--- config.mk ---
export PLATFORM = sky130hd
export DESIGN_NAME = led_matrix_scan_ctrl
export DESIGN_NICKNAME = d
export VERILOG_FILES = /design/src/rtl/led_matrix_scan_ctrl.sv
export SDC_FILE = /design/constraint.sdc
export NUM_CORES = 1
export LEC_CHECK = 0
export ABC_AREA = 1
export CORE_MARGIN = 2
export CORE_UTILIZATION = 53
export CTS_CLUSTER_DIAMETER = 30
export DETAILED_ROUTE_END_ITERATION = 12
export HOLD_SLACK_MARGIN = 0.05
export PLACE_DENSITY = 0.86
export SYNTH_ARGS = -nofsm -noshare
export SYNTH_HDL_FRONTEND = slang
export SYNTH_SLANG_ARGS = --single-unit
--- constraint.sdc ---
create_clock -name clk_i -period 9.3 [get_ports clk_i]
set_input_delay 1.86 -clock clk_i [delete_from_list [all_inputs] [get_ports clk_i]]
set_output_delay 1.86 -clock clk_i [all_outputs]
set_load 0.05 [all_outputs]
--- src/rtl/led_matrix_scan_ctrl.sv ---
// led_matrix_scan_ctrl: row/bit-plane scan controller for chained RGB LED panels with BCM and global dimming
// Ports: clk_i, rst_i (sync, active-low), en_i run enable, brightness_i global dimming value,
//        pix_rd_o/pix_addr_o/pix_data_i frame-buffer read port (1-cycle latency),
//        led_r_o/led_g_o/led_b_o per-panel serial data, shift_clk_o, latch_o, oe_n_o, row_sel_o panel pins,
//        frame_end_o end-of-frame pulse, busy_o high whenever not idle.
module led_matrix_scan_ctrl #(
    parameter int N_PANEL   = 4,
    parameter int ROWS      = 8,
    parameter int COLS      = 8,
    parameter int PWM_DEPTH = 8,
    parameter int CLK_DIV   = 2,
    parameter int BLANK_CYC = 4,
    parameter int DISP_UNIT = 16
) (
    input  logic                                 clk_i,
    input  logic                                 rst_i,
    input  logic                                 en_i,
    input  logic [PWM_DEPTH-1:0]                 brightness_i,
    output logic                                 pix_rd_o,
    output logic [$clog2(ROWS)+$clog2(COLS)-1:0] pix_addr_o,
    input  logic [N_PANEL*3*PWM_DEPTH-1:0]       pix_data_i,
    output logic [N_PANEL-1:0]                   led_r_o,
    output logic [N_PANEL-1:0]                   led_g_o,
    output logic [N_PANEL-1:0]                   led_b_o,
    output logic                                 shift_clk_o,
    output logic                                 latch_o,
    output logic                                 oe_n_o,
    output logic [ROWS-1:0]                      row_sel_o,
    output logic                                 frame_end_o,
    output logic                                 busy_o
);
    localparam int RW = $clog2(ROWS);
    localparam int CW = $clog2(COLS);
    localparam int PW = (PWM_DEPTH > 1) ? $clog2(PWM_DEPTH) : 1;
    localparam int WW = $clog2(DISP_UNIT + 1) + PWM_DEPTH;
    localparam int TW = WW + $clog2(2 * CLK_DIV + BLANK_CYC + 1);
    typedef enum logic [2:0] {IDLE, FETCH, SHIFT, BLANK, LATCH, DISPLAY} state_t;
    state_t                 state_q, state_d;
    logic [RW-1:0]          row_q, row_d;
    logic [CW-1:0]          col_q, col_d;
    logic [PW-1:0]          plane_q, plane_d;
    logic [TW-1:0]          cnt_q, cnt_d;
    logic [PWM_DEPTH-1:0]   bright_q, bright_d;
    logic [ROWS-1:0]        row_sel_q, row_sel_d;
    logic [N_PANEL-1:0]     led_r_q, led_r_d, led_g_q, led_g_d, led_b_q, led_b_d;
    logic [N_PANEL-1:0]     pix_r, pix_g, pix_b;
    logic [WW-1:0]          win, on_len;
    logic [WW+PWM_DEPTH-1:0] prod;
    logic                   first_shift, shift_last, blank_last, disp_last, go_idle;
    assign win         = WW'(DISP_UNIT) << plane_q;
    assign prod        = (WW+PWM_DEPTH)'(win) * (WW+PWM_DEPTH)'(bright_q);
    assign on_len      = WW'(prod >> PWM_DEPTH);
    assign first_shift = state_q == SHIFT && cnt_q == '0;
    assign shift_last  = cnt_q == TW'(2 * CLK_DIV - 1);
    assign blank_last  = state_q == BLANK && cnt_q == TW'(BLANK_CYC - 1);
    assign disp_last   = cnt_q == TW'(win) - TW'(1);
    // Frame-buffer data is only valid in the first SHIFT cycle, so it is fed straight
    // through then and held in the led flops for the rest of the shift.
    always_comb begin
        pix_r = '0;
        pix_g = '0;
        pix_b = '0;
        for (int p = 0; p < N_PANEL; p++) begin
            pix_r[p] = pix_data_i[(p * 3 + 0) * PWM_DEPTH + int'(plane_q)];
            pix_g[p] = pix_data_i[(p * 3 + 1) * PWM_DEPTH + int'(plane_q)];
            pix_b[p] = pix_data_i[(p * 3 + 2) * PWM_DEPTH + int'(plane_q)];
        end
    end
    assign pix_rd_o    = state_q == FETCH;
    assign pix_addr_o  = {row_q, col_q};
    assign led_r_o     = first_shift ? pix_r : led_r_q;
    assign led_g_o     = first_shift ? pix_g : led_g_q;
    assign led_b_o     = first_shift ? pix_b : led_b_q;
    assign shift_clk_o = state_q == SHIFT && cnt_q >= TW'(CLK_DIV);
    assign latch_o     = state_q == LATCH;
    assign oe_n_o      = !(state_q == DISPLAY && cnt_q < TW'(on_len));
    assign row_sel_o   = blank_last ? ROWS'(1) << row_q : row_sel_q;
    assign frame_end_o = state_q == DISPLAY && disp_last && plane_q == '0 && row_q == RW'(ROWS - 1);
    assign busy_o      = state_q != IDLE;
    assign go_idle     = frame_end_o && !en_i;
    always_comb begin
        state_d   = state_q;
        row_d     = row_q;
        col_d     = col_q;
        plane_d   = plane_q;
        cnt_d     = cnt_q + TW'(1);
        bright_d  = bright_q;
        row_sel_d = go_idle ? '0 : row_sel_o;
        led_r_d   = go_idle ? '0 : led_r_o;
        led_g_d   = go_idle ? '0 : led_g_o;
        led_b_d   = go_idle ? '0 : led_b_o;
        case (state_q)
            IDLE: begin
                cnt_d = '0;
                if (en_i) begin
                    row_d   = '0;
                    plane_d = PW'(PWM_DEPTH - 1);
                    col_d   = CW'(COLS - 1);
                    state_d = FETCH;
                end
            end
            FETCH: begin
                cnt_d   = '0;
                state_d = SHIFT;
            end
            SHIFT: if (shift_last) begin
                cnt_d   = '0;
                col_d   = col_q - CW'(1);
                state_d = col_q == '0 ? BLANK : FETCH;
            end
            BLANK: if (cnt_q == TW'(BLANK_CYC - 1)) begin
                cnt_d   = '0;
                state_d = LATCH;
            end
            LATCH: begin
                cnt_d    = '0;
                bright_d = brightness_i;
                state_d  = DISPLAY;
            end
            DISPLAY: if (disp_last) begin
                cnt_d   = '0;
                col_d   = CW'(COLS - 1);
                plane_d = plane_q == '0 ? PW'(PWM_DEPTH - 1) : plane_q - PW'(1);
                // ROWS is a power of 2, so the row counter wraps to 0 after the last row
                row_d   = plane_q == '0 ? row_q + RW'(1) : row_q;
                state_d = go_idle ? IDLE : FETCH;
            end
            default: state_d = IDLE;
        endcase
    end
    always_ff @(posedge clk_i) begin
        if (!rst_i) begin
            state_q   <= IDLE;
            row_q     <= '0;
            col_q     <= '0;
            plane_q   <= '0;
            cnt_q     <= '0;
            bright_q  <= '0;
            row_sel_q <= '0;
            led_r_q   <= '0;
            led_g_q   <= '0;
            led_b_q   <= '0;
        end else begin
            state_q   <= state_d;
            row_q     <= row_d;
            col_q     <= col_d;
            plane_q   <= plane_d;
            cnt_q     <= cnt_d;
            bright_q  <= bright_d;
            row_sel_q <= row_sel_d;
            led_r_q   <= led_r_d;
            led_g_q   <= led_g_d;
            led_b_q   <= led_b_d;
        end
    end
endmodule

; ---- Word-level counts from Yosys, hierarchy flattened
; Index checks and enable logic that the tools add are counted.
[word_totals]
register_bits = 57
latch_bits = 0
ram_bits = 0
rom_bits = 0
in_bits = 107
output_inout_bits = 32
word_cells = 141
n_memories = 0
[op_classes]
n_addsub = 16
mul = 1
div = 0
n_lt_le_gt_ge = 14
n_eq_ne = 13
shifts = 2
mux = 60
bitwise = 1
reduce_logical = 24
[ops]
columns = cell, count
row1 = $bmux W1 S7, 11
row2 = $pmux W17 S3, 1
row3 = $mux W3, 12
row4 = $mux W17, 2
row5 = $add A7 B3 Y8 const A, 4
row6 = $lt A7 B8 Y1 const B, 4
row7 = $lt A8 B8 Y1 const B, 4
row8 = $add A6 B3 Y7 const A, 4
row9 = $mux W1, 24
row10 = $mul A13 B8 Y21, 1
row11 = $pmux W3 S6, 1
row12 = $add A17 B1 Y17 const B, 1
row13 = $eq A17 B17 Y1, 1
row14 = $eq A17 B2 Y1 const B, 1
row15 = $ge A17 B2 Y1 const B, 1
row16 = $logic_not A17 Y1, 1
row17 = $lt A17 B13 Y1, 1
row18 = $lt A6 B8 Y1 const B, 2
row19 = $sub A13 B1 Y14 const B, 1
row20 = $shl A5 B3 Y13 const A, 1
row21 = $add A5 B3 Y6 const A, 2
row22 = $mux W4, 3
row23 = $pmux W3 S2, 2
row24 = $reduce_and A4 Y1, 3
row25 = other kinds (24), 43

; ---- Logic depth before layout (Yosys ltp)
; Gate-level depths: netlist of the first run.
[depth]
ltp_word = 10
depth_mapped = 31
ltp_nobuf = 29

; ---- Worst setup path before layout of the first run
; OpenSTA, ideal clock, no wires.
[synth_timing]
path_kind = register to output
from = reg plane_q[0]
to = out oe_n_o
arrival_time_ns = 5.940
required_ns = 7.440
slack_ns = 1.500
stages_incl_launch_ff = 29
n_path_buf = 1
path_cell_list = dfxtp_1 -> inv_1 -> clkbuf_1 -> ha_1 -> inv_1 -> nor2_1 -> nand2_1 -> fa_1 -> fa_1 -> inv_1 -> fa_1 -> inv_1 -> fa_1 -> inv_1 -> ha_1 -> nand2_1 -> o31ai_1 -> nand3_1 -> a31oi_1 -> xnor2_1 -> ha_1 -> nand2_1 -> nor2_1 -> a211oi_1 -> o21ai_0 -> nand3_1 -> nand2_1 -> nand2_1 -> nand3_1
[synth_between]
elab_chain_len = 5
[synth_rtl]
columns = item, line
row1 = start: declaration, 41  ; logic [PW-1:0] plane_q, plane_d;
row2 = start signal: assignment, 147  ; plane_q <= plane_d;
row3 = $shl A5 B3 Y13, 50  ; assign win = WW'(DISP_UNIT) << plane_q;
row4 = $mul A13 B8 Y21, 51  ; assign prod = (WW+PWM_DEPTH)'(win) * (WW+PWM_DEPTH)'(bright_q);
row5 = $lt A17 B13 Y1, 76  ; assign oe_n_o = !(state_q == DISPLAY && cnt_q < TW'(on_len));
row6 = $logic_and A1 B1 Y1, 76
row7 = $logic_not A1 Y1, 76
row8 = end: declaration, 27  ; output logic oe_n_o,
; No other way between the ends.

; ---- Final worst setup path of the first run
; Same ends and word-level chain as after synthesis.

==> metrics.md, run 1 <==
| Metric | Value |
|---|---|
| Clock share of power | 20.9% |
| Register cell area after layout | 0.001141 sq mm |
| Gate power share | 60.5% |
| IO buf count | approximately 140 |
| Critical R2R Launch | plane_q[2]$_SDFFE_PN0P_ |
| Run status | finished clean |
| Routability congestion estimate from global placement | roughly 0.97 |
| Global router's overall resource usage | between 20% and 30% |
| Vias in the first global route | approximately 6,600 |
| Top_reg_cell synth | sky130_fd_sc_hd__dfxtp_1 |
| Area of the mapped netlist | 0.006346 sq mm |
| Tot Pwr | 1.712 mW |
| Switching share of power | 49.55% |
| Skew final | about 0.0070 ns |
| Number of synthesized flops with an enable pin | 0 |
| List of most frequent post-synthesis cells | sky130_fd_sc_hd__nor2_1 (149), sky130_fd_sc_hd__nand2_1 (146), sky130_fd_sc_hd__inv_1 (122) |
| DR vias | 6,624 |
| Violation count after the first detailed-routing iteration | approximately 610 |
| Number of resized instances in the post-cts repair step | 0 |
| Post-DP HPWL | around 15,000 microns |
| Number of antenna violations at the first check in global routing | 0 |
| Setup WS post-layout | 0.7173 ns |
| Root Buffer Master | sky130_fd_sc_hd__clkbuf_16 |
| Total leakage power | around 3.7 nW |
| Syn_area_per_cell | 6.920 sq um |
| Cell with the most instances after synthesis | sky130_fd_sc_hd__nor2_1 |
| Top-Level Pins | 139 |
| Highest Clock Rate | approximately 0.12 GHz |
| Die Wd | 113.4 microns |
| Min Clock Period, post-route | ~8.6 ns |
| Critical path launch point type | flop |
| Total of endpoints with negative setup slack in the final report | 0 |
| Biggest fanout along the worst timing path | 18 |
| Maximum number of pins on one net before global-route repair | 52 |
| Worst path arrival time | roughly 6.7 ns |
| CP required | 7.44 ns |
| Non-filler instance count after layout | 1,189 |
| Standard cell with the maximum stage delay on the critical path | sky130_fd_sc_hd__fa_1 |
| Start-to-end type of the worst setup path | flop to primary output |
| Latest clock arrival within the worst-skew pair | 0.33 ns |
| Sequential Power Share | 18.5% |
| CTS tree | built |
| Final Cycle Share | 92.29% |
| Final std cell area, no fill | 0.008100 sq mm |
| Worst slack, placed | roughly 1.1 ns |
| Number of register bits inferred by synthesis | between 50 and 60 |
| Layout-stage area growth over the synthesis result | 27.64% |
| DRC Markers | 0 |
| Min-Delay Startpoint | row_sel_q[7]$_SDFF_PP0_ |
| Post-synthesis net count | 1,126 |
| Synth top area share | 17.98% |
| Area taken by multi-input logic gates | about 0.0046 sq mm |
| Area of the core | between 0.01 and 0.015 sq mm |
| Pint | 863.9 uW |
| Synth area leader | sky130_fd_sc_hd__dfxtp_1 |
| First drt pass iteration count | 6 |
| DR WL/cell | approximately 16 microns |
| Synthesized netlist cell count | 917 |
| Filler cell count in the final layout | roughly 950 |
| Number of rows in the core area | 39 |
| Pin slew with the least headroom to its limit | 0.9014 ns |
| Fin util | between 70 and 80% |
| Clock Sink Count | 57 |
| Total wire length | about 19,000 microns |
| Slew margin rel. | between 30% and 40% |
| CTS clock-pin slew for the worst setup and hold paths | 0.05 ns |
| Power density normalized to cell area | 211.4 mW/mm^2 |
| Net Sw Power | 848.5 uW |
| Launch point of the critical path | plane_q[0]$_SDFFE_PN0P_ |
| Hold/Removal Path Class | flop to flop |
| Drt via density | 5.571 |
| Yosys Warn Count | 0 |
| Placed Instance Area | 0.007779 sq mm |
| Total clock buffers created by CTS | 9 |
| Number of buffers inserted to repair setup after CTS | 0 |
| Initial cell density of the core | between 50% and 60% |
| Final sum of negative setup slack | 0 ns |
| Number of instances in the placed design | around 1,200 |
| CTS HTree Levels | 3 |
| Unrepaired setup endpoints after global routing | no |
| Sum of overflow across all layers after global routing | 0 |
| Total Die Area | 0.01287 sq mm |
| Max IR drop VDD | 0.0001258 V |
| Remaining antenna violation count | 0 |
| Number of unique standard cell types used by synthesis | 38 |
| Delay of the slowest critical-path stage | about 0.56 ns |
| Sequential area share after synthesis | between 15 and 20% |
| Crit. End Element | primary output |
| First-pass GRT wire length | approximately 31,000 microns |
| Max-cap violations | 0 |
| Share of flip-flops with an asynchronous set or reset | 0% |
| Max Buffers Root-to-Sink | 2 |
| Worst hold margin | around 0.47 ns |
| Final Max Slew Viols | 0 |
| Synth top area cells | sky130_fd_sc_hd__dfxtp_1 (18%), sky130_fd_sc_hd__ha_1 (13%), sky130_fd_sc_hd__fa_1 (11%) |
| Antenna diodes | 0 |
| Die boundary height | 113.4 microns |
| Fraction of layout cells with a size suffix above 1 | 5.354% |
| Hold Vio Cnt, Final | 0 |
| Number of nets in the finished design | 1,250 |
| Hold_buf cts | 0 |
-- cell families after synthesis --
kind of cell	synth area share (%)
AND/OR/NAND/NOR	28.92
AO/OA/AOI/OAI	14.75
buffers and inverters	9.976
XOR/XNOR	4.002
flip-flops	17.98
adder cells (fa/ha/maj)	24.37
-- critical path, delay by kind of cell (launching register included) --
| kind | cells | cell delay [ns] |
|---|---|---|
| adder cells (fa/ha/maj) | 7 | 3.08 |
| AND/OR/NAND/NOR | 10 | 1.16 |
| XOR/XNOR | 1 | 0.12 |
| flip-flops | 1 | 0.31 |
| buffers and inverters | 6 | 0.82 |
| AO/OA/AOI/OAI | 4 | 0.89 |
-- metal layers --
layer / vias to the layer above / GRT usage (%) / wire length (microns)
met1: 3038 / 34.91 / 7568
met2: 272 / 52.93 / 8924
li1: 3254 / - / -
met3: 60 / 7.226 / 1488
met4: 0 / 10.57 / 705
met5: - / 0 / 0
-- cells in the final DEF, fill, tap and decap left out, types with 18 or more instances in the layout --
| cell | count |
|---|---|
| sky130_fd_sc_hd__xor2_1 | 18 |
| sky130_fd_sc_hd__nor2_1 | 149 |
| sky130_fd_sc_hd__fa_1 | 36 |
| sky130_fd_sc_hd__inv_1 | 122 |
| sky130_fd_sc_hd__clkdlybuf4s50_1 | 137 |
| sky130_fd_sc_hd__dfxtp_1 | 57 |
| sky130_fd_sc_hd__o221ai_1 | 24 |
| sky130_fd_sc_hd__ha_1 | 66 |
| sky130_fd_sc_hd__o21ai_0 | 68 |
| sky130_fd_sc_hd__a21oi_1 | 59 |
| sky130_fd_sc_hd__nand2_1 | 146 |
| sky130_fd_sc_hd__nand3_1 | 54 |
-- layout make-up --
| cell class | instances | area share [%] |
|---|---|---|
| multi-input cells | 707 | 56.52 |
| repair buffers | 143 | 17.49 |
| flip-flops and latches | 57 | 14.09 |
| inverters | 123 | 5.731 |
| clock buffers | 11 | 2.997 |
| well taps | 143 | 2.209 |
| clock inverters | 5 | 0.9731 |
-- path summary, 6_finish.rpt --
path | end | slack, ns | depth (start not counted)
max | oe_n_o | 0.72 | 28
min | row_sel_q[7]$_SDFF_PP0_ | 0.47 | 2
max reg2reg | led_b_q[3]$_SDFF_PP0_ | 5.56 | 13
min reg2reg | row_sel_q[7]$_SDFF_PP0_ | 0.47 | 2
-- sequential cells by signal (all words and copies together) (netlist names), 4 cells and up --
name	count
led_r_q	4
led_g_q	4
bright_q	8
led_b_q	4
row_sel_q	8
cnt_q	17
-- power groups by stage --
| stage | clock, mW | sequential, mW | combinational [mW] |
|---|---|---|---|
| after floorplan | 0 | 0.338 | 0.724 |
| after global placement | 0 | 0.321 | 1.00 |
| after detailed placement | 0 | 0.322 | 1.02 |
| after CTS | 0.360 | 0.317 | 1.02 |
| after global routing | 0.372 | 0.322 | 1.14 |
| final | 0.359 | 0.317 | 1.04 |
Note: power is estimated with default switching activity, not from simulation.
==> run 2, diff against run 1 <==
- SLEW_MARGIN: not set -> 40
==> run 2 against run 1 <==
  * Sequential power about the same
  * Clock-buffer cell count stayed put
  * Non-clock buffer count unchanged
  * First-iteration DRC count shrank 0.33%
  * Total power barely moved
  * Critical path type unchanged
  * Largest cell class unchanged
  * Largest power group unchanged
  * Highest routed layer unchanged
==> metrics.md, run 2 (synthesis results as in run 1) <==
| Metric | Value |
|---|---|
| Skew final | 0.007425 ns |
| Final Max Slew Viols | 0 |
| Total clock buffers created by CTS | 9 |
| Area of the core | 0.01156 sq mm |
| CTS tree | built |
| Leading cell type in the layout, fill and taps excluded | sky130_fd_sc_hd__nor2_1 |
| CP required | 7.44 ns |
| Fraction of layout cells with a size suffix above 1 | 5.449% |
| Number of nets in the finished design | 1,250 |
| Critical R2R Launch | plane_q[0]$_SDFFE_PN0P_ |
| Critical path launch point type | flop |
| Largest Register | cnt_q |
| First-pass GRT wire length | slightly above 30,000 microns |
| Root Buffer Master | sky130_fd_sc_hd__clkbuf_16 |
| Total of endpoints with negative setup slack in the final report | 0 |
| Depth of the worst register-to-register path | 14 |
| DR WL/cell | ~16 microns |
| Setup WS post-layout | 0.7234 ns |
| Hold Crit Depth | 2 |
| Gate power share | 60.5% |
| Number of antenna violations at the first check in global routing | 0 |
| Layout-stage area growth over the synthesis result | 27.66% |
| Max IR drop VDD | 0.0001259 V |
| Remaining antenna violation count | 0 |
| Violation count after the first detailed-routing iteration | between 600 and 700 |
| Slew margin rel. | 41.59% |
| IO buf count | 138 |
| Sink of the worst hold path | row_sel_q[7]$_SDFF_PP0_ |
| Final Cycle Share | around 90% |
| Hold/Removal Path Class | flop to flop |
| Switching share of power | 49.56% |
| Total Die Area | 0.01287 sq mm |
| Antenna diodes | 0 |
| Hold_buf cts | 0 |
| Hold Vio Cnt, Final | 0 |
| Final sum of negative setup slack | 0 ns |
| Die Wd | 113.4 microns |
| Filler cell count in the final layout | 947 |
| Net Sw Power | between 800 and 900 uW |
| Latest clock arrival within the worst-skew pair | 0.33 ns |
| Maximum number of pins on one net before global-route repair | 52 |
| Biggest fanout along the worst timing path | 18 |
| Sequential Power Share | 18.5% |
| Total leakage power | 3.714 nW |
| Run status | finished clean |
| Number of resized instances in the post-cts repair step | 0 |
| CTS clock-pin slew for the worst setup and hold paths | 0.05 ns |
| Clock Sink Count | 57 |
| Placed Instance Area | 0.007779 sq mm |
| DRC Markers | 0 |
| Critical R2R Capture | led_b_q[3]$_SDFF_PP0_ |
| Worst path arrival time | 6.72 ns |
| Min Clock Period, post-route | 8.577 ns |
| Power density normalized to cell area | 211.5 mW/mm^2 |
| Crit. End Element | primary output |
| First drt pass iteration count | 5 |
| Max-cap violations | 0 |
| DR vias | 6,653 |
| Worst slack, placed | 1.142 ns |
| Delay of the slowest critical-path stage | roughly 0.56 ns |
| Number of buffers inserted to repair setup after CTS | 0 |
| Post-DP HPWL | 14,530 microns |
| Unrepaired setup endpoints after global routing | no |
| Clock share of power | between 20% and 30% |
| Largest registers | cnt_q x17, bright_q x8, row_sel_q x8 |
| Routability congestion estimate from global placement | 0.9730 |
| Max Buffers Root-to-Sink | 2 |
| Standard cell with the maximum stage delay on the critical path | sky130_fd_sc_hd__fa_1 |
| Largest register FFs | 17 |
| Sum of overflow across all layers after global routing | 0 |
| Pin slew with the least headroom to its limit | 0.8730 ns |
| Die boundary height | 113.4 microns |
| Number of rows in the core area | 39 |
| Initial cell density of the core | 54.87% |
| Min-Delay Startpoint | row_sel_q[7]$_SDFF_PP0_ |
| Leading cell types in the layout, fill and taps excluded | sky130_fd_sc_hd__nor2_1 (149), sky130_fd_sc_hd__nand2_1 (146), sky130_fd_sc_hd__clkdlybuf4s50_1 (137) |
| Total wire length | between 15,000 and 20,000 microns |
| Drt via density | 5.595 |
| Final std cell area, no fill | 0.008102 sq mm |
| Highest Clock Rate | 0.1166 GHz |
| Top-Level Pins | 139 |
| Global router's overall resource usage | 29.74% |
| Vias in the first global route | 6,599 |
| CTS HTree Levels | 3 |
| Internal reg-to-reg setup slack | 5.80 ns |
| Start-to-end type of the worst setup path | flop to primary output |
| Pint | 864.4 uW |
-- run 2: cell types whose count changed in the layout (fill, tap and decap cells not counted) --
cell                      before  now
sky130_fd_sc_hd__dfxtp_1      57   56
sky130_fd_sc_hd__dfxtp_2       0    1
-- run 2: worst max path at each step --
| stage | endpoint | depth (start not counted) | slack [ns] | start |
|---|---|---|---|---|
| floorplan | oe_n_o | 28 | 1.50 | plane_q[0]$_SDFFE_PN0P_ |
| global placement | oe_n_o | 28 | 1.35 | plane_q[0]$_SDFFE_PN0P_ |
| detailed placement | oe_n_o | 28 | 1.14 | plane_q[0]$_SDFFE_PN0P_ |
| CTS | oe_n_o | 28 | 0.75 | plane_q[0]$_SDFFE_PN0P_ |
| global route | oe_n_o | 28 | 0.20 | plane_q[0]$_SDFFE_PN0P_ |
| finish | oe_n_o | 28 | 0.72 | plane_q[0]$_SDFFE_PN0P_ |
-- run 2: cell type report --
type,instances,area [sq um],share of cell area (%)
clock inverters,5,78.83,0.9730
clock buffers,11,242.7,2.996
repair buffers,143,1416,17.48
well taps,143,178.9,2.208
flip-flops and latches,57,1142,14.10
inverters,123,464.2,5.730
multi-input cells,707,4578,56.51
-- run 2: per-stage QoR --
step	power, mW	hold slack, ns	utilization, %	cells
2_1_floorplan	1.062	0.4391	-	917
3_3_place_gp	1.324	0.4564	67.26	1173
3_5_place_dp	1.338	0.4613	67.26	1173
4_1_cts	1.701	0.4702	70.04	1189
5_1_grt	1.834	0.4854	70.05	1189
6_report	1.714	0.4670	70.05	1189
-- run 2: worst max-delay path, delay by kind of cell, from the launching register on --
kind / cells / cell delay [ns]
buf+inv: 6 / 0.82
simple gates: 10 / 1.16
flops: 1 / 0.31
xor+xnor: 1 / 0.12
fa+ha+maj: 7 / 3.07
compound gates: 4 / 0.89
-- run 2: routing by layer --
metal | part of all wire (%) | track usage [%] | up-vias
li1 | - | - | 3253
met4 | 3.8 | 10.57 | 0
met1 | 40 | 34.91 | 3050
met2 | 48 | 52.93 | 293
met3 | 8.3 | 7.226 | 57
met5 | 0 | 0 | -
-- run 2: power by group through the flow --
stage                     sequential, mW  clock (mW)  combinational (mW)
after floorplan                    0.338           0               0.724
after global placement             0.321           0                1.00
after detailed placement           0.322           0                1.02
after CTS                          0.317       0.360                1.02
after global routing               0.323       0.372                1.14
final                              0.318       0.358                1.04
==> run 3, diff against run 2 <==
- SETUP_SLACK_MARGIN: not set -> 0.5
==> run 3 against run 2 <==
  * Clock skew grew 0.0014 ns
  * Fmax grew 2.8%
  * Via count is essentially flat
  * Cell count is the same
  * Combinational power is essentially flat
==> metrics.md, run 3 (synthesis results as in run 1) <==
| Metric | Value |
|---|---|
| Top Family by Delay on Critical Path | adder cells |
| Critical R2R Launch | plane_q[0]$_SDFFE_PN0P_ |
| DR vias | 6,651 |
| Skew final | a little under 0.009 ns |
| Total of endpoints with negative setup slack in the final report | 0 |
| Buffers and inverters on the worst path | 6 |
| Largest registers | cnt_q x17, bright_q x8, row_sel_q x8 |
| Number of instances in the placed design | approximately 1,200 |
| First-pass GRT wire length | 31,150 microns |
| CP required | about 7.4 ns |
| Number of antenna violations at the first check in global routing | 0 |
| Routability congestion estimate from global placement | 0.9730 |
| Start-to-end type of the worst setup path | flop to primary output |
| Sum of overflow across all layers after global routing | 0 |
| Delay of the slowest critical-path stage | 0.56 ns |
| Total Die Area | 0.01287 sq mm |
| Latest clock arrival within the worst-skew pair | 0.33 ns |
| Critical path launch point type | flop |
| Total wire length | approximately 19,000 microns |
| Min Clock Period, post-route | around 8.3 ns |
| Fin util | 70.26% |
| Pin slew with the least headroom to its limit | 0.8684 ns |
| Fraction of layout cells with a size suffix above 1 | 5.736% |
| Hold/Removal Path Class | flop to flop |
| Run status | finished clean |
| CTS HTree Levels | 3 |
| Global router's overall resource usage | 29.74% |
| Min-Delay Startpoint | row_sel_q[7]$_SDFF_PP0_ |
| Internal reg-to-reg setup slack | 5.73 ns |
| Remaining antenna violation count | 0 |
| Top-Level Pins | 139 |
| Number of rows in the core area | 39 |
| Highest Clock Rate | 0.1198 GHz |
| Final Cycle Share | 89.75% |
| Total leakage power | 3.716 nW |
| Clock Sink Count | 57 |
| CTS clock-pin slew for the worst setup and hold paths | 0.05 ns |
| Antenna diodes | 0 |
| Critical R2R Capture | led_b_q[3]$_SDFF_PP0_ |
| First drt pass iteration count | 6 |
| Worst path arrival time | 6.49 ns |
| Hold Crit Depth | 2 |
| Number of nets in the finished design | ~1,300 |
| Crit. End Element | primary output |
| Layout-stage area growth over the synthesis result | 28.04% |
| Total clock buffers created by CTS | 9 |
| Standard cell with the maximum stage delay on the critical path | sky130_fd_sc_hd__fa_1 |
| Hold_buf cts | 0 |
| Non-filler instance count after layout | approximately 1,200 |
| Filler cell count in the final layout | roughly 940 |
| Area of the core | approximately 0.012 sq mm |
| Final sum of negative setup slack | 0 ns |
| Max IR drop VDD | 0.0001269 V |
| Sink of the worst hold path | row_sel_q[7]$_SDFF_PP0_ |
| Max Buffers Root-to-Sink | 2 |
| Initial cell density of the core | 54.87% |
| Depth of the worst register-to-register path | 14 |
| Biggest fanout along the worst timing path | just over 50 |
| Unrepaired setup endpoints after global routing | no |
| Hold Vio Cnt, Final | 0 |
| Drt via density | between 5 and 6 |
| Power density normalized to cell area | 211.9 mW/mm^2 |
| Die boundary height | around 110 microns |
| Register cell area after layout | 0.001142 sq mm |
| Number of buffers inserted to repair setup after CTS | 0 |
| Leading cell types in the layout, fill and taps excluded | sky130_fd_sc_hd__nor2_1 (148), sky130_fd_sc_hd__nand2_1 (146), sky130_fd_sc_hd__clkdlybuf4s50_1 (137) |
| Vias in the first global route | 6,599 |
| DRC Markers | 0 |
| DR WL/cell | 15.76 microns |
| Leading cell type in the layout, fill and taps excluded | sky130_fd_sc_hd__nor2_1 |
| Most numerous cell on the critical path | sky130_fd_sc_hd__nand2_1 |
| Die Wd | 113.4 microns |
| CP Depth | 30 |
| Post-DP HPWL | 14,530 microns |
| Maximum number of pins on one net before global-route repair | 52 |
| Root Buffer Master | sky130_fd_sc_hd__clkbuf_16 |
| Number of resized instances in the post-cts repair step | 0 |
| CTS tree | built |
| Violation count after the first detailed-routing iteration | 610 |
| IO buf count | 138 |
| Area taken by multi-input logic gates | 0.004586 sq mm |
| Final Max Slew Viols | 0 |
| Largest Register | cnt_q |
| Worst hold margin | 0.4674 ns |
| Largest register FFs | 17 |
| Slew margin rel. | between 40% and 50% |
| Max-cap violations | 0 |
[run 3: cell count changes in the layout (fill, tap and decap cells not counted)]
cell	before	now
sky130_fd_sc_hd__o31ai_1	3	2
sky130_fd_sc_hd__nor2_1	149	148
sky130_fd_sc_hd__clkinvlp_4	0	1
sky130_fd_sc_hd__buf_12	0	1
sky130_fd_sc_hd__nor2_2	13	14
sky130_fd_sc_hd__o31ai_2	0	1
sky130_fd_sc_hd__inv_1	122	121
sky130_fd_sc_hd__buf_4	6	5
[run 3: final cells by class]
type | count | area share (%)
clock buffers | 11 | 2.987
clock inverters | 5 | 0.9701
inverters | 123 | 5.759
multi-input cells | 707 | 56.44
flip-flops and latches | 57 | 14.06
well taps | 143 | 2.202
repair buffers | 143 | 17.59
[run 3: power by group]
group          internal (mW)  leakage, nW  switching (mW)
logic                  0.346         3.09           0.696
clock network          0.241        0.159           0.118
registers              0.282        0.463          0.0384
total                  0.869         3.72           0.852
[run 3: worst max-delay path by stage]
stage / from / endpoint
2_1_floorplan: plane_q[0]$_SDFFE_PN0P_ / oe_n_o
6_report: plane_q[0]$_SDFFE_PN0P_ / oe_n_o
3_5_place_dp: plane_q[0]$_SDFFE_PN0P_ / oe_n_o
5_1_grt: plane_q[0]$_SDFFE_PN0P_ / oe_n_o
3_3_place_gp: plane_q[0]$_SDFFE_PN0P_ / oe_n_o
4_1_cts: plane_q[0]$_SDFFE_PN0P_ / oe_n_o
[run 3: worst min-delay path, stage by stage, from the launching register on]
cell and delay [ns]:
sky130_fd_sc_hd__dfxtp_1 0.29, sky130_fd_sc_hd__nand2_1 0.07, sky130_fd_sc_hd__a21oi_1 0.06
[run 3: through the flow]
step           instance area (sq um)  worst slack, ns  total power, mW
2_1_floorplan                   6346            1.500            1.062
3_3_place_gp                    7779            1.349            1.324
3_5_place_dp                    7779            1.142            1.338
4_1_cts                         8100           0.7499            1.701
5_1_grt                         8125           0.4829            1.842
6_report                        8125           0.9536            1.722
[run 3: per-layer routing]
layer,wire (microns),global-route usage (%),vias to the layer above
met2,9009,52.93,305
li1,-,-,3254
met1,7407,34.91,3033
met3,1638,7.226,59
met5,0,0,-
met4,684,10.57,0
